### src/rtl/attn_pkg.sv
// Shared constants and types for the attention result writeback path.
package attn_pkg;

    localparam int DIN_W  = 256;
    localparam int LINE_W = 512;
    localparam int ADDR_W = 12;

    typedef enum logic {
        EMPTY = 1'b0,
        HALF  = 1'b1
    } pack_state_t;

    localparam logic [1:0] BE_LO   = 2'b01;
    localparam logic [1:0] BE_FULL = 2'b11;

endpackage

### src/rtl/attn_out_packer_if.sv
// Half-line input stream and line write port of the result packer.
interface attn_out_packer_if;
    import attn_pkg::*;

    logic              in_valid;
    logic              in_ready;
    logic [ADDR_W-1:0] in_addr;
    logic [DIN_W-1:0]  in_data;
    logic              in_last;
    logic              m_valid;
    logic              m_ready;
    logic [ADDR_W-2:0] m_addr;
    logic [LINE_W-1:0] m_data;
    logic [1:0]        m_be;

    modport slave (
        input  in_valid, in_addr, in_data, in_last, m_ready,
        output in_ready, m_valid, m_addr, m_data, m_be
    );

    modport master (
        output in_valid, in_addr, in_data, in_last, m_ready,
        input  in_ready, m_valid, m_addr, m_data, m_be
    );

endinterface

### src/rtl/attn_line_fifo.sv
// Synchronous line FIFO; head entry reads as zero while empty so outputs are clean after reset.
module attn_line_fifo #(
    parameter int WIDTH = 8,
    parameter int DEPTH = 4
) (
    input  logic             clk,
    input  logic             rst_n,
    input  logic             push,
    input  logic [WIDTH-1:0] push_data,
    input  logic             pop,
    output logic [WIDTH-1:0] pop_data,
    output logic             full,
    output logic             empty
);

    localparam int AW = $clog2(DEPTH);

    logic [WIDTH-1:0] mem [DEPTH];
    logic [AW:0]      wr_ptr;
    logic [AW:0]      rd_ptr;
    logic             do_push;
    logic             do_pop;

    assign do_push  = push & ~full;
    assign do_pop   = pop & ~empty;
    assign empty    = (wr_ptr == rd_ptr);
    assign full     = (wr_ptr[AW] != rd_ptr[AW]) && (wr_ptr[AW-1:0] == rd_ptr[AW-1:0]);
    assign pop_data = empty ? '0 : mem[rd_ptr[AW-1:0]];

    always_ff @(posedge clk or negedge rst_n) begin
        if (!rst_n) begin
            wr_ptr <= '0;
            rd_ptr <= '0;
        end else begin
            if (do_push) wr_ptr <= wr_ptr + (AW+1)'(1);
            if (do_pop)  rd_ptr <= rd_ptr + (AW+1)'(1);
        end
    end

    always_ff @(posedge clk) begin
        if (do_push) mem[wr_ptr[AW-1:0]] <= push_data;
    end

endmodule

### src/rtl/attn_out_packer.sv
// Pairs even/odd 256-bit result halves into 512-bit lines and writes them out through a line FIFO.
module attn_out_packer
    import attn_pkg::*;
#(
    parameter int FIFO_DEPTH  = 4,
    parameter int TOTAL_LINES = 2048
) (
    input  logic               clk,
    input  logic               rst_n,
    attn_out_packer_if.slave   bus,
    output logic               seq_err,
    output logic               done,
    output logic [31:0]        busy_cycles
);

    localparam int LA_W  = ADDR_W - 1;
    localparam int FW    = LA_W + LINE_W + 2;
    localparam int CNT_W = $clog2(TOTAL_LINES + 1);

    pack_state_t       state;
    logic [DIN_W-1:0]  hold_data;
    logic [ADDR_W-1:0] hold_addr;
    logic              rdy_en;
    logic              started;
    logic [CNT_W-1:0]  line_cnt;

    logic              accept;
    logic              odd;
    logic              pair;
    logic              load_hold;
    logic              push;
    logic [LA_W-1:0]   push_addr;
    logic [LINE_W-1:0] push_line;
    logic [1:0]        push_be;
    logic              err_evt;
    logic              pop;
    logic              fifo_full;
    logic              fifo_empty;
    logic [FW-1:0]     head;

    function automatic logic [31:0] sat_inc(input logic [31:0] v);
        return (v == 32'hFFFF_FFFF) ? v : v + 32'd1;
    endfunction

    // in_ready depends only on registered state; rdy_en keeps it low while in reset
    assign bus.in_ready = rdy_en & ~fifo_full & ~done;
    assign accept       = bus.in_valid & bus.in_ready;
    assign odd          = bus.in_addr[0];
    assign pair         = (bus.in_addr == hold_addr + ADDR_W'(1));
    assign load_hold    = accept & ~odd & ((state == HALF) | ~bus.in_last);

    always_comb begin
        push      = 1'b0;
        push_addr = bus.in_addr[ADDR_W-1:1];
        push_line = {{DIN_W{1'b0}}, bus.in_data};
        push_be   = BE_LO;
        err_evt   = 1'b0;
        if (accept) begin
            case (state)
                EMPTY: begin
                    if (odd)              err_evt = 1'b1;
                    else if (bus.in_last) push    = 1'b1;
                end
                HALF: begin
                    push      = 1'b1;
                    push_addr = hold_addr[ADDR_W-1:1];
                    if (pair) begin
                        push_line = {bus.in_data, hold_data};
                        push_be   = BE_FULL;
                    end else begin
                        push_line = {{DIN_W{1'b0}}, hold_data};
                        err_evt   = 1'b1;
                    end
                end
                default: ;
            endcase
        end
    end

    always_ff @(posedge clk or negedge rst_n) begin
        if (!rst_n) begin
            state <= EMPTY;
        end else if (accept) begin
            case (state)
                EMPTY:   if (!odd && !bus.in_last) state <= HALF;
                HALF:    if (odd) state <= EMPTY;
                default: state <= EMPTY;
            endcase
        end
    end

    always_ff @(posedge clk) begin
        if (load_hold) begin
            hold_data <= bus.in_data;
            hold_addr <= bus.in_addr;
        end
    end

    attn_line_fifo #(
        .WIDTH (FW),
        .DEPTH (FIFO_DEPTH)
    ) u_fifo (
        .clk       (clk),
        .rst_n     (rst_n),
        .push      (push),
        .push_data ({push_addr, push_line, push_be}),
        .pop       (pop),
        .pop_data  (head),
        .full      (fifo_full),
        .empty     (fifo_empty)
    );

    assign pop         = bus.m_valid & bus.m_ready;
    assign bus.m_valid = ~fifo_empty;
    assign bus.m_addr  = head[FW-1 -: LA_W];
    assign bus.m_data  = head[LINE_W+1:2];
    assign bus.m_be    = head[1:0];

    always_ff @(posedge clk or negedge rst_n) begin
        if (!rst_n) begin
            rdy_en      <= 1'b0;
            started     <= 1'b0;
            seq_err     <= 1'b0;
            line_cnt    <= '0;
            done        <= 1'b0;
            busy_cycles <= '0;
        end else begin
            rdy_en <= 1'b1;
            if (accept)  started <= 1'b1;
            if (err_evt) seq_err <= 1'b1;
            if (pop && !done) begin
                line_cnt <= line_cnt + CNT_W'(1);
                if (line_cnt == CNT_W'(TOTAL_LINES - 1)) done <= 1'b1;
            end
            if ((started || accept) && !done) busy_cycles <= sat_inc(busy_cycles);
        end
    end

endmodule
### src/flat_wrapper.sv
// flat-port wrapper written by rule: the top's interface ports become plain ports
module attn_out_packer_flat import attn_pkg::*;
#(
    parameter int FIFO_DEPTH  = 4,
    parameter int TOTAL_LINES = 2048
)
  (clk, rst_n, seq_err, done, busy_cycles, bus_in_valid, bus_in_addr, bus_in_data, bus_in_last, bus_m_ready, bus_in_ready, bus_m_valid, bus_m_addr, bus_m_data, bus_m_be);
  attn_out_packer_if bus_i ();
  input  logic clk;
  input  logic rst_n;
  output logic seq_err;
  output logic done;
  output logic [31:0] busy_cycles;
  input wire logic [$bits(bus_i.in_valid)-1:0] bus_in_valid;
  input wire logic [$bits(bus_i.in_addr)-1:0] bus_in_addr;
  input wire logic [$bits(bus_i.in_data)-1:0] bus_in_data;
  input wire logic [$bits(bus_i.in_last)-1:0] bus_in_last;
  input wire logic [$bits(bus_i.m_ready)-1:0] bus_m_ready;
  output wire logic [$bits(bus_i.in_ready)-1:0] bus_in_ready;
  output wire logic [$bits(bus_i.m_valid)-1:0] bus_m_valid;
  output wire logic [$bits(bus_i.m_addr)-1:0] bus_m_addr;
  output wire logic [$bits(bus_i.m_data)-1:0] bus_m_data;
  output wire logic [$bits(bus_i.m_be)-1:0] bus_m_be;
  assign bus_i.in_valid = bus_in_valid;
  assign bus_i.in_addr = bus_in_addr;
  assign bus_i.in_data = bus_in_data;
  assign bus_i.in_last = bus_in_last;
  assign bus_i.m_ready = bus_m_ready;
  assign bus_in_ready = bus_i.in_ready;
  assign bus_m_valid = bus_i.m_valid;
  assign bus_m_addr = bus_i.m_addr;
  assign bus_m_data = bus_i.m_data;
  assign bus_m_be = bus_i.m_be;
  attn_out_packer #(.FIFO_DEPTH(FIFO_DEPTH), .TOTAL_LINES(TOTAL_LINES)) u_core (.clk(clk), .rst_n(rst_n), .bus(bus_i), .seq_err(seq_err), .done(done), .busy_cycles(busy_cycles));
endmodule
### config.mk
export PLATFORM = sky130hd
export DESIGN_NAME = attn_out_packer_flat
export DESIGN_NICKNAME = d
export VERILOG_FILES = /design/src/rtl/attn_pkg.sv /design/src/rtl/attn_out_packer_if.sv /design/src/rtl/attn_line_fifo.sv /design/src/rtl/attn_out_packer.sv /design/src/flat_wrapper.sv
export SDC_FILE = /design/constraint.sdc
export NUM_CORES = 2
export LEC_CHECK = 0
export CAP_MARGIN = 5
export CORE_ASPECT_RATIO = 0.5
export CORE_MARGIN = 2
export CORE_UTILIZATION = 45
export DETAILED_ROUTE_END_ITERATION = 6
export PLACE_DENSITY = 0.73
export SYNTH_ARGS = -nofsm -noshare
export SYNTH_HDL_FRONTEND = slang
export SYNTH_SLANG_ARGS = --single-unit
### constraint.sdc
create_clock -name clk -period 22.1 [get_ports clk]
set_input_delay 4.42 -clock clk [delete_from_list [all_inputs] [get_ports clk]]
set_output_delay 4.42 -clock clk [all_outputs]
set_load 0.01 [all_outputs]
# Yosys cells after proc, flatten, opt, wreduce, memory -nomap -nowiden
# Memory sizes are Yosys's and may differ from the RTL's.
# Index checks and enable logic that the tools add are counted.
[totals]
elab_cells = 71
input_bits = 273
register_bits = 323
ramBits = 2100
mem_count = 1
[memory_table]
columns = ["memory", "depth", "word_bits", "rd", "rd_clocked_by_memory_dff", "write_ports", "line", "rtl"]
rows = [
  ["u_core.u_fifo.mem", 4, 525, 1, 0, 1, "attn_line_fifo.sv:18", "logic [WIDTH-1:0] mem [DEPTH];"],
]
[op_classes]
bitwise = 16
eq_ne = 6
addsub = 5
reduce_logical = 10
mux = 22
[op_table]
columns = ["operator", "count"]
rows = [
  ["two-way mux 512 bit", 3],
  ["two-way mux 525 bit", 1],
  ["adder 32 x 1 -> 32 bit (second input constant)", 1],
  ["== test 32 bit (second input constant)", 1],
  ["adder 12 x 1 -> 12 bit (second input constant)", 2],
  ["two-way mux 11 bit", 2],
  ["== test 12 x 11 -> 1 bit (second input constant)", 1],
  ["== test 12 bit", 1],
  ["two-way mux 1 bit", 10],
  ["AND 1 bit", 8],
  ["NOT 1 bit", 7],
  ["adder 3 x 1 -> 3 bit (second input constant)", 2],
  ["two-way mux 2 bit", 3],
  ["one-hot mux 1 bit (2 select lines)", 3],
  ["logical AND 1 bit", 4],
  ["AND reduction 2 bit", 2],
  ["== test 3 bit", 1],
  ["zero test 1 bit", 3],
  ["== test 2 bit", 1],
  ["logical OR 1 bit", 1],
  ["!= test 1 bit", 1],
  ["OR 1 bit", 1],
]

# Depth between registers and ports, before layout
[logic_depth]
word_depth = 10
depth_mapped = 9
mapped_depth_nobuf = 7

# Cells and area by module
# From an unflattened synthesis, not the netlist that was laid out.
[hier_totals]
hier_cells = 4491
hier_area_um2 = 95205.1
[modules_own_cells]
columns = ["mod", "instances", "cells_per_inst", "area_each_um2"]
rows = [
  ["attn_line_fifo", 1, 3371, 79648.9],
  ["attn_out_packer", 1, 1120, 15556.2],
]

# Worst setup path after synthesis
# Ideal clock, no wire load.
[synth_path]
path_kind = "input to register"
start = "input bus_in_addr[0]"
end = "register u_core.hold_addr[0], enable pin"
n_path_buf = 0
setup_ns = 1.229
stages = 1
path_slack_ns = -1.941
arrival_ns = 22.812
path_cell_list = "nor3_1"
[synth_via]
elab_chain_cells = 3
[synth_lines]
columns = ["element", "line", "rtl"]
rows = [
  ["start: declaration", "flat_wrapper.sv:15", "input wire logic [$bits(bus_i.in_addr)-1:0] bus_in_addr;"],
  ["NOT 1 bit", "attn_out_packer.sv:50", "assign load_hold = accept & ~odd & ((state == HALF) | ~bus.in_last);"],
  ["AND 1 bit (2 in series)", "attn_out_packer.sv:50", ""],
  ["end signal: assignment", "attn_out_packer.sv:95", "hold_addr <= bus.in_addr;"],
  ["end: declaration", "attn_out_packer.sv:22", "logic [ADDR_W-1:0] hold_addr;"],
]
# Every way passes these cells.
# A chain may end at the register's enable or synchronous reset.

# Worst setup path in the final report
[layout_path]
start = "register u_core.u_fifo.rd_ptr[1]"
end = "output bus_m_data[251]"
[layout_via]
elab_chain_cells = 2
word_cells_on_any_way = 3
cone_classes = "eq/ne: 1; mux: 1; memory: 1"
[layout_lines]
columns = ["element", "line", "rtl"]
rows = [
  ["start: declaration", "attn_line_fifo.sv:20", "logic [AW:0] rd_ptr;"],
  ["start signal: assignment", "attn_line_fifo.sv:36", "if (do_pop) rd_ptr <= rd_ptr + (AW+1)'(1);"],
  ["memory (4 x 525 bit) or == test 3 bit (tied branches)", "-", ""],
  ["two-way mux 525 bit (*)", "attn_line_fifo.sv:28", "assign pop_data = empty ? '0 : mem[rd_ptr[AW-1:0]];"],
  ["end: declaration", "flat_wrapper.sv:22", "output wire logic [$bits(bus_i.m_data)-1:0] bus_m_data;"],
]
# Mark *: on every way between the ends. The rest lies on a longest branch, timed or not.

==> key figures <==
Run status
  • Outcome: finished clean

STA
  • Clock Skew: 0.0358 ns
  • Final setup viols: 0
  • Period utilisation layout: 49.3%
  • RSZ-0062 raised after global routing: false
  • Pins Over Slew Limit: 0
  • Worst slew pin tran: 1.29 ns
  • Slew headroom: 14.3%
  • Final TNS setup: 0 ns
  • Final Hold Viols: 0
  • F_max: 0.0918 GHz
  • Minimum clock period: 10.90 ns
  • Worst hold slack: 0.479 ns

Clocking
  • CTS sink count: 2419
  • Post-CTS Resized: 0
  • Clock slew at reported path FFs: 0.06 ns
  • Clock tree buffer depth: 4
  • CTS tree: done
  • H-tree levels: 4
  • CTS buffer count: 209
  • Clock latency on the worst-skew pair: 0.86 ns
  • Post-CTS Setup Repair Bufs: 0
  • Hold_buf cts: 0
  • CTS Root Cell: clkbuf_16

Pwr
  • Comb pwr share: 28.4%
  • Sw Share: 27.6%
  • VDD IR max: 0.118 mV
  • Sequential Power Share: 42.0%
  • Pwr/cell area: 107 mW/mm^2
  • Leakage: 33.2 nW
  • Internal cell power: 0.00870 W
  • Net Switching: 0.00331 W
  • Clock network fraction of total power: 29.6%

Logic synthesis
  • Ys flop type: edfxtp_1
  • Sequential share of the synthesized area: 76.4%
  • Seq cells post-synth: 2419
  • Post-Synthesis Cells: 4463
  • Syn nets: 4744
  • Async set-reset flop share out of synthesis: 2.27%
  • Synth warn: 0
  • Post-synthesis cell type count: 48
  • Mean post-synth cell area: 21.2 um^2
  • Post-synth EDFFs: 2364
  • Post-Synthesis Cell Area: 0.0947 mm^2

Floorplan
  • IO Pins: 834
  • Starting Density: 45.1%
  • Die area: 0.214 mm^2
  • Die width: 653 um
  • Row count: 119
  • Die H: 328 um
  • Core area: 0.210 mm^2

Min path
  • Worst hold stages: 1
  • Worst hold path class: reg2reg

Setup path
  • Crit path from: u_core.u_fifo.rd_ptr[1]$_DFFE_PN0P_
  • Worst setup path end: bus_m_data[251]
  • R2r endpoint: u_core.u_fifo.mem[0][488]$_DFFE_PP_
  • WP data arrival: 6.48 ns
  • R2R depth: 8
  • Critical Path Sink Type: output pin
  • R2R Path Start: u_core.u_fifo.rd_ptr[0]$_DFFE_PN0P_
  • Max Fanout on Critical Path: 164
  • Required time of the critical path: 17.68 ns
  • Worst R2R Setup Slack: 15.46 ns
  • Worst Setup Start Kind: register
  • Critical path type: reg2out

Global route
  • Total track usage: 20.7%
  • Number of global-route vias before repair: 47800
  • Total grt overflow: 0
  • Initial antenna violation count: 55
  • Global-route wire length before repair: 328000 um
  • Largest net degree at the start of global routing: 243

Route
  • Drt via density: 5.53
  • Post-Route WL: 228000 um
  • DR WL/cell: 27.5 um
  • Router iterations before antenna repair: 5
  • DRT iter0 DRCs: 4268
  • Drt drc: 0
  • Final antenna-violating net count: 0
  • DR vias: 45900

Place
  • HPWL after DPL: 138000 um
  • Port bufs: 833
  • GPL Wtd Cong: 0.865

Cells and area
  • Area growth syn-to-layout: 18.9%
  • FILL cells: 15700
  • Layout cells sized above 1: 20.8%
  • Fin nets: 5602

Run
  • Max_cap viols: 0
[worst min path at each step]
stage                                     from                               to  slack, ns
3_5_place_dp   u_core.line_cnt[11]$_DFFE_PN0P_  u_core.line_cnt[11]$_DFFE_PN0P_       0.47
3_3_place_gp    u_core.line_cnt[8]$_DFFE_PN0P_   u_core.line_cnt[8]$_DFFE_PN0P_       0.45
5_1_grt        u_core.line_cnt[10]$_DFFE_PN0P_  u_core.line_cnt[10]$_DFFE_PN0P_       0.49
4_1_cts        u_core.line_cnt[11]$_DFFE_PN0P_  u_core.line_cnt[11]$_DFFE_PN0P_       0.48
6_report       u_core.line_cnt[11]$_DFFE_PN0P_          u_core.done$_DFFE_PN0P_       0.48
2_1_floorplan   u_core.line_cnt[8]$_DFFE_PN0P_   u_core.line_cnt[8]$_DFFE_PN0P_       0.43
[layout make-up]
type	count	area (um^2)	share of cell area, %
multi-input combinational	1797	21300	18.9
timing repair buffer	886	8910	7.90
tap	2783	3480	3.09
sequential	2419	72400	64.2
clock inverter	112	996	0.884
antenna	46	115	0.102
inverter	8	30.0	0.0267
clock buffer	259	5440	4.83
[cells by family after synthesis]
family                     count (synthesis)  share of synthesized area [%]
other                                      1                        0.00396
muxes                                    795                           15.7
AOI/OAI and AO/OA                         28                          0.221
DFF                                     2419                           76.4
xor gates and xnor gates                  62                          0.573
adders and majority gates                  8                          0.106
buffers and inverters                    247                           1.14
and+or+nand+nor                          903                           5.90
[cells in the final DEF (no fill, tap or decap), types with 3 or more instances in the layout]
| master | Yosys | layout |
|---|---|---|
| edfxtp_1 | 2364 | 2364 |
| clkdlybuf4s50_1 | 0 | 832 |
| and2_1 | 788 | 784 |
| mux4_2 | 524 | 524 |
| mux2_2 | 271 | 271 |
| clkbuf_16 | 0 | 210 |
| dfrtp_1 | 55 | 53 |
| clkbuf_1 | 117 | 49 |
| diode_2 | 0 | 46 |
| clkinv_1 | 0 | 43 |
| xnor2_1 | 41 | 41 |
| buf_4 | 3 | 39 |
| clkinv_2 | 0 | 35 |
| and3_1 | 22 | 22 |
| xor2_1 | 21 | 21 |
| nand2_1 | 20 | 19 |
| nand3_1 | 19 | 18 |
| bufinv_16 | 0 | 16 |
| buf_12 | 0 | 14 |
| nand4_1 | 11 | 11 |
| nor2_1 | 10 | 10 |
| inv_1 | 8 | 8 |
| ha_1 | 8 | 8 |
| o21ai_0 | 7 | 7 |
| and4_1 | 6 | 6 |
| a21oi_1 | 5 | 5 |
| clkinvlp_4 | 0 | 5 |
| nor4_1 | 4 | 4 |
| nand2b_1 | 4 | 4 |
| nor2b_1 | 4 | 4 |
| nor3_1 | 5 | 4 |
| and2_4 | 0 | 4 |
| inv_6 | 0 | 4 |
| nor3b_1 | 3 | 3 |
| o211ai_1 | 3 | 3 |
| clkinv_4 | 0 | 3 |
[through the flow]
stage	total power (W)	setup slack, ns	cells	utilization [%]	instance area [um^2]
after floorplan	0.00687	4.24	4463	-	94700
after global placement	0.00860	11.98	7892	50.5	106000
after detailed placement	0.00861	11.96	7892	50.5	106000
after CTS	0.0121	11.03	8263	53.6	113000
after global routing	0.0124	10.90	8301	53.7	113000
final	0.0120	11.20	8310	53.7	113000
[power groups by stage]
stage	Combinational [W]	Sequential (W)	Clock, W
after global routing	0.00357	0.00505	0.00380
final	0.00341	0.00505	0.00356
after detailed placement	0.00346	0.00515	0
after global placement	0.00346	0.00515	0
after CTS	0.00348	0.00505	0.00362
after floorplan	0.00177	0.00510	0
[cell usage after synthesis, types with 5 or more instances]
| cell | number | area, um^2 |
|---|---|---|
| and4_1 | 6 | 52.6 |
| xnor2_1 | 41 | 359 |
| nand4_1 | 11 | 68.8 |
| nor2_1 | 10 | 37.5 |
| nand2_1 | 20 | 75.1 |
| and3_1 | 22 | 138 |
| nand3_1 | 19 | 95.1 |
| clkbuf_2 | 21 | 105 |
| a21oi_1 | 5 | 25.0 |
| buf_2 | 74 | 370 |
| nor3_1 | 5 | 25.0 |
| xor2_1 | 21 | 184 |
| dfrtp_1 | 55 | 1380 |
| and2_1 | 788 | 4930 |
| ha_1 | 8 | 100 |
| mux4_2 | 524 | 11800 |
| o21ai_0 | 7 | 35.0 |
| clkbuf_1 | 117 | 439 |
| inv_1 | 8 | 30.0 |
| mux2_2 | 271 | 3050 |
| buf_1 | 21 | 78.8 |
| edfxtp_1 | 2364 | 71000 |
[metal layers]
metal / up-vias / part of all wire (%) / GRT usage (%)
met2: 1396 / 54 / 37.2
met3: 459 / 4.1 / 2.70
li1: 19600 / - / -
met5: - / 0 / 0
met1: 24400 / 36 / 24.3
met4: 0 / 5.8 / 11.6
[flip-flops by register name, indices dropped and copies added (netlist names)]
register / flops
u_core.rdy_en: 1
u_core.hold_addr: 12
u_core.seq_err: 1
u_core.busy_cycles: 32
u_core.hold_data: 256
u_core.u_fifo.wr_ptr: 3
u_core.u_fifo.mem: 2096
u_core.line_cnt: 12
u_core.state: 1
u_core.done: 1
u_core.u_fifo.rd_ptr: 3
u_core.started: 1
[worst max-delay path, stage by stage, from the launching register on]
cell             delay (ns)
dfrtp_4                0.94
buf_12                 0.67
buf_12                 0.71
buf_4                  0.83
buf_4                  0.93
mux4_2                 0.44
and2_1                 0.19
clkdlybuf4s50_1        0.49
No activity file was read; power rests on OpenSTA's default activity.
